**config.mk**
```make
export PLATFORM = sky130hd
export DESIGN_NAME = beam_trigger_gate_flat
export DESIGN_NICKNAME = d
export VERILOG_FILES = /design/src/rtl/beam_trigger_gate_if.sv /design/src/rtl/beam_trigger_gate.sv /design/src/flat_wrapper.sv
export SDC_FILE = /design/constraint.sdc
export NUM_CORES = 1
export LEC_CHECK = 0
export BUFFER_PORTS_ARGS = -buffer_cell sky130_fd_sc_hd__buf_4
export CORE_UTILIZATION = 60
export DETAILED_ROUTE_END_ITERATION = 10
export PLACE_DENSITY = 0.76
export SLEW_MARGIN = 10
export SYNTH_ARGS = -nofsm -noshare
export SYNTH_HDL_FRONTEND = slang
export SYNTH_SLANG_ARGS = --single-unit
```
**constraint.sdc**
```tcl
create_clock -name clk_i -period 2.6 [get_ports clk_i]
set_input_delay 0.26 -clock clk_i [delete_from_list [all_inputs] [get_ports clk_i]]
set_output_delay 0.26 -clock clk_i [all_outputs]
set_load 0.03 [all_outputs]
```
**src/rtl/beam_trigger_gate_if.sv**
```systemverilog
// rtl/beam_trigger_gate_if.sv - trigger, mask, holdoff and scaler readout bundle for beam_trigger_gate
interface beam_trigger_gate_if #(
  parameter int NBEAMS    = 2,
  parameter int HOLDOFF_W = 8,
  parameter int SCALER_W  = 16,
  parameter int IDX_W     = (NBEAMS > 1) ? $clog2(NBEAMS) : 1
);
  logic [NBEAMS-1:0]    trigger_i;
  logic [NBEAMS-1:0]    mask_i;
  logic [HOLDOFF_W-1:0] holdoff_i;
  logic                 trig_o;
  logic [NBEAMS-1:0]    trig_beams_o;
  logic [IDX_W-1:0]     scal_idx_i;
  logic [SCALER_W-1:0]  scal_o;
  logic                 scal_valid_o;

  modport master (
    output trigger_i, mask_i, holdoff_i, scal_idx_i,
    input  trig_o, trig_beams_o, scal_o, scal_valid_o
  );

  modport slave (
    input  trigger_i, mask_i, holdoff_i, scal_idx_i,
    output trig_o, trig_beams_o, scal_o, scal_valid_o
  );
endinterface

```
**src/rtl/beam_trigger_gate.sv**
```systemverilog
// rtl/beam_trigger_gate.sv - per-beam edge detect, merged trigger with holdoff, periodic rate scalers
module beam_trigger_gate #(
  parameter int NBEAMS      = 2,
  parameter int HOLDOFF_W   = 8,
  parameter int SCALER_W    = 16,
  parameter int SCAL_PERIOD = 1024
) (
  input logic               clk_i,
  input logic               rst_n_i,
  beam_trigger_gate_if.slave bus
);
  localparam int IDX_W  = (NBEAMS > 1) ? $clog2(NBEAMS) : 1;
  localparam int PCNT_W = $clog2(SCAL_PERIOD);

  logic [NBEAMS-1:0]    q1, q2, edge_v, qual;
  logic [HOLDOFF_W-1:0] hold_cnt;
  logic [PCNT_W-1:0]    per_cnt;
  logic                 tc;
  logic                 trig_q;
  logic [NBEAMS-1:0]    beams_q;
  logic                 valid_q;
  logic [SCALER_W-1:0]  scal_q, scal_sel;
  logic [SCALER_W-1:0]  live    [NBEAMS];
  logic [SCALER_W-1:0]  latched [NBEAMS];

  function automatic logic [SCALER_W-1:0] sat_inc(input logic [SCALER_W-1:0] v, input logic inc);
    return (inc && (v != {SCALER_W{1'b1}})) ? v + SCALER_W'(1) : v;
  endfunction

  assign edge_v = q1 & ~q2;
  assign qual   = edge_v & ~bus.mask_i;
  assign tc     = (per_cnt == PCNT_W'(SCAL_PERIOD - 1));

  // An index with no matching beam leaves the readout at zero.
  always_comb begin
    scal_sel = '0;
    for (int b = 0; b < NBEAMS; b++) begin
      if (bus.scal_idx_i == IDX_W'(b)) scal_sel = latched[b];
    end
  end

  always_ff @(posedge clk_i or negedge rst_n_i) begin
    if (!rst_n_i) begin
      q1       <= '0;
      q2       <= '0;
      hold_cnt <= '0;
      trig_q   <= 1'b0;
      beams_q  <= '0;
      per_cnt  <= '0;
      valid_q  <= 1'b0;
      scal_q   <= '0;
      for (int b = 0; b < NBEAMS; b++) begin
        live[b]    <= '0;
        latched[b] <= '0;
      end
    end else begin
      q1 <= bus.trigger_i;
      q2 <= q1;

      // Edges arriving while holdoff is running are dropped, not queued.
      if ((|qual) && (hold_cnt == '0)) begin
        trig_q   <= 1'b1;
        beams_q  <= qual;
        hold_cnt <= bus.holdoff_i;
      end else begin
        trig_q  <= 1'b0;
        beams_q <= '0;
        if (hold_cnt != '0) hold_cnt <= hold_cnt - HOLDOFF_W'(1);
      end

      per_cnt <= tc ? '0 : per_cnt + PCNT_W'(1);
      valid_q <= tc;
      scal_q  <= scal_sel;

      // The terminal-count edge goes into the latched value so nothing straddles the boundary.
      for (int b = 0; b < NBEAMS; b++) begin
        if (tc) begin
          latched[b] <= sat_inc(live[b], edge_v[b]);
          live[b]    <= '0;
        end else begin
          live[b] <= sat_inc(live[b], edge_v[b]);
        end
      end
    end
  end

  assign bus.trig_o       = trig_q;
  assign bus.trig_beams_o = beams_q;
  assign bus.scal_o       = scal_q;
  assign bus.scal_valid_o = valid_q;
endmodule

```
**src/flat_wrapper.sv**
```systemverilog
// flat-port wrapper written by rule: the top's interface ports become plain ports
module beam_trigger_gate_flat 
#(
  parameter int NBEAMS      = 2,
  parameter int HOLDOFF_W   = 8,
  parameter int SCALER_W    = 16,
  parameter int SCAL_PERIOD = 1024
)
  (clk_i, rst_n_i, bus_trigger_i, bus_mask_i, bus_holdoff_i, bus_scal_idx_i, bus_trig_o, bus_trig_beams_o, bus_scal_o, bus_scal_valid_o);
  beam_trigger_gate_if #(.NBEAMS(NBEAMS), .HOLDOFF_W(HOLDOFF_W), .SCALER_W(SCALER_W)) bus_i ();
  input logic clk_i;
  input logic rst_n_i;
  input wire logic [$bits(bus_i.trigger_i)-1:0] bus_trigger_i;
  input wire logic [$bits(bus_i.mask_i)-1:0] bus_mask_i;
  input wire logic [$bits(bus_i.holdoff_i)-1:0] bus_holdoff_i;
  input wire logic [$bits(bus_i.scal_idx_i)-1:0] bus_scal_idx_i;
  output wire logic [$bits(bus_i.trig_o)-1:0] bus_trig_o;
  output wire logic [$bits(bus_i.trig_beams_o)-1:0] bus_trig_beams_o;
  output wire logic [$bits(bus_i.scal_o)-1:0] bus_scal_o;
  output wire logic [$bits(bus_i.scal_valid_o)-1:0] bus_scal_valid_o;
  assign bus_i.trigger_i = bus_trigger_i;
  assign bus_i.mask_i = bus_mask_i;
  assign bus_i.holdoff_i = bus_holdoff_i;
  assign bus_i.scal_idx_i = bus_scal_idx_i;
  assign bus_trig_o = bus_i.trig_o;
  assign bus_trig_beams_o = bus_i.trig_beams_o;
  assign bus_scal_o = bus_i.scal_o;
  assign bus_scal_valid_o = bus_i.scal_valid_o;
  beam_trigger_gate #(.NBEAMS(NBEAMS), .HOLDOFF_W(HOLDOFF_W), .SCALER_W(SCALER_W), .SCAL_PERIOD(SCAL_PERIOD)) u_core (.clk_i(clk_i), .rst_n_i(rst_n_i), .bus(bus_i));
endmodule
```
==> summary.txt <==
Setup path
  – RR Startpoint: u_core.live[16]
  – Worst Path Max Fanout: 12
  – Flop-to-flop setup slack: 0.46 ns
  – WP data arrival: 2.43 ns
  – CP Capture Type: register
  – Critical path launch point type: register
  – FF-to-FF path depth: 5
  – WP data required: 2.89 ns
  – Crit Path Class: register to register
  – Reg-to-reg endpoint: u_core.latched[30]

Final layout
  – Layout cells sized above 1: 16.08%
  – Area Overhead vs Synth: 12.61%
  – N_diodes: 0
  – Commonest non-fill, non-tap cell in the layout: dfrtp_1
  – Final Util: 70.05%
  – Fin nets: 524
  – Most frequent cells in the layout: 106 x dfrtp_1, 46 x buf_4, 34 x a21oi_1

Global routing
  – GRT Total Usage: 25.32%
  – Gr ovfl total: 0
  – Largest net degree at the start of global routing: 54
  – Initial antenna violation count: 0
  – First-pass GRT wire length: 16840 µm
  – Vias in the first global route: 3558

Die
  – Die area: 8416 µm²
  – Row count: 32
  – Initial Util: 62.21%
  – IO Pins: 35
  – Height of the chip: 91.74 µm
  – Die W: 91.74 µm
  – Core ar.: 7767 µm²

CTS
  – CTS Buf Count: 9
  – TritonCTS sink count: 106
  – Root buffer cell: clkbuf_8
  – CTS tree: built
  – Worst-Skew Late Latency: 0.36 ns
  – CTS clk-pin slew, worst paths: 0.10 ns
  – Clock Tree Buf Depth: 2
  – PostCTS Resize Cnt: 0
  – H-tree Lvls: 3

Synth
  – Main area contributors after synthesis: dfrtp_1 55%, mux2_2 3.7%, a21oi_1 3.5%
  – Synth warn: 0
  – Syn_area_per_cell: 10.41 µm²
  – Post-Synthesis Cell Area: 4832 µm²
  – Seq/Total Area, Yosys: 54.89%
  – Post-synth top area share: 54.89%
  – Largest area contributor in the netlist: dfrtp_1
  – Post-Syn Instances: 464
  – Post-synth EDFFs: 0
  – Syn nets: 483
  – Async set-reset flop share out of synthesis: 100.0%
  – Post-synth top flop: dfrtp_1
  – #FFs+latches synth: 106
  – Post-synthesis cell type count: 43

Drt
  – Final wirelength: 9998 µm
  – Drt drc: 0
  – Vias per cell: 6.096
  – Detailed Routing Iterations Pass 1: 4
  – Initial DRC count: 174
  – Via Count: 3731
  – WL/cell: 16.34 µm
  – Routed Antenna Nets: 0

Timing
  – Final worst setup slack: 0.4577 ns
  – Slew Limit Headroom: 48.17%
  – RSZ-0062 raised after global routing: false
  – Period minus WS final: 2.142 ns
  – Setup TNS: 0 ns
  – Final Hold Slack: 0.05197 ns
  – Max Clock Freq: 466.8 MHz
  – Worst-margin pin slew: 0.7716 ns
  – Final hold violation count: 0
  – Clk_skew: 0.007284 ns
  – Tcrit/Tclk final: 82.40%
  – Final Setup Violations: 0
  – Max Slew Vio Count: 0

Power and ir drop
  – P_leak: 2.379 nW
  – Worst VDD drop: 0.0005808 V
  – Total power: 3.333 mW
  – Pwr Density: 612.6 nW/µm²

Placed design
  – RePlAce Congestion: 0.8689
  – I/O Buffers: 34
  – HPWL after DPL: 6935 µm
  – Pre-CTS WS: 0.4994 ns

Hold path
  – Hold Path Origin: bus_mask_i[1]
  – Hold path endpoint: u_core.bus.trig_beams_o[1]
  – Hold Path Class: input pin to register
  – Hold Path Stages: 2

Run status
  – Status: completed

Job
  – Number of max-cap violations: 0
==> area by class of cell <==
class | count | area (µm²)
flip-flops and latches | 106 | 2653
fillers | 585 | 2326
multi-input cells | 331 | 2077
repair buffers | 49 | 375.4
clock buffers | 11 | 141.4
well taps | 102 | 127.6
clock inverters | 5 | 37.54
inverters | 8 | 30.03
==> registers in the layout (all words and copies together) (netlist names) <==
| register | cells |
|---|---|
| u_core.latched | 32 |
| u_core.bus.trig_beams_o | 2 |
| u_core.q2 | 2 |
| u_core.per_cnt | 10 |
| u_core.live | 32 |
| u_core.q1 | 2 |
| u_core.hold_cnt | 8 |
| u_core.bus.trig_o | 1 |
| u_core.bus.scal_valid_o | 1 |
| u_core.bus.scal_o | 16 |
==> cells by family after synthesis <==
kind of cell | share of synthesized area (%)
xor gates and xnor gates | 1.994
buffers and inverters | 2.123
AOI/OAI and AO/OA | 13.28
and+or+nand+nor | 21.70
DFF | 54.89
muxes | 4.972
adders and majority gates | 1.036
==> worst max-delay path by stage <==
stage                                 start                 end  slack [ns]  cells past startpoint
final                       u_core.live[16]  u_core.latched[30]        0.46                      5
after global routing      u_core.per_cnt[0]  u_core.latched[31]        0.35                      6
after CTS                 u_core.per_cnt[0]  u_core.latched[31]        0.46                      6
after detailed placement  u_core.per_cnt[0]  u_core.latched[31]        0.50                      6
after global placement    u_core.per_cnt[0]  u_core.latched[31]        0.55                      6
after floorplan           u_core.per_cnt[0]   u_core.latched[0]        0.67                      7
==> synthesized netlist by cell type, drive strengths merged (2+ instances only) <==
library cell	n
a211oi	2
a21oi	34
a31oi	11
and2	6
and3	3
and4	3
buf	4
clkbuf	15
dfrtp	106
ha	4
inv	8
mux2	16
mux2i	6
nand2	33
nand2b	4
nand3	27
nand4	13
nor2	28
nor2b	2
nor3	12
nor4	5
o211ai	11
o21ai	23
o311ai	6
o31ai	14
or3	24
or4	22
or4b	2
xnor2	6
xor2	5
==> per-stage QoR <==
stage                     instance area (µm²)  cells
after CTS                                5441    612
after floorplan                          4832    464
after detailed placement                 5233    593
after global placement                   5233    593
final                                    5441    612
after global routing                     5441    612
==> routing by layer <==
layer / global-route usage (%) / share of wire (%)
met3: 5.224 / 3.3
met5: 0 / 0
met4: 6.641 / 1.4
met1: 33.56 / 45
met2: 42.79 / 50
==> worst max-delay path, cell delays in order (launching register included) <==
cell     delay, ns
dfrtp_1       0.41
ha_1          0.22
nand4_1       0.16
or3_1         0.52
or4_1         0.58
a31oi_1       0.18
==> power by group <==
group,total (mW),switching [mW],internal (mW)
combinational,0.446,0.253,0.193
sequential,1.95,0.162,1.79
clock,0.936,0.556,0.381
total,3.33,0.970,2.36
==> what timing repair did <==
item                                   4_1_cts  5_1_grt
endpoints found under the hold margin       52        0
hold buffers                                 3        0
buffers inserted                             0        0
Note: power is estimated with default switching activity, not from simulation.
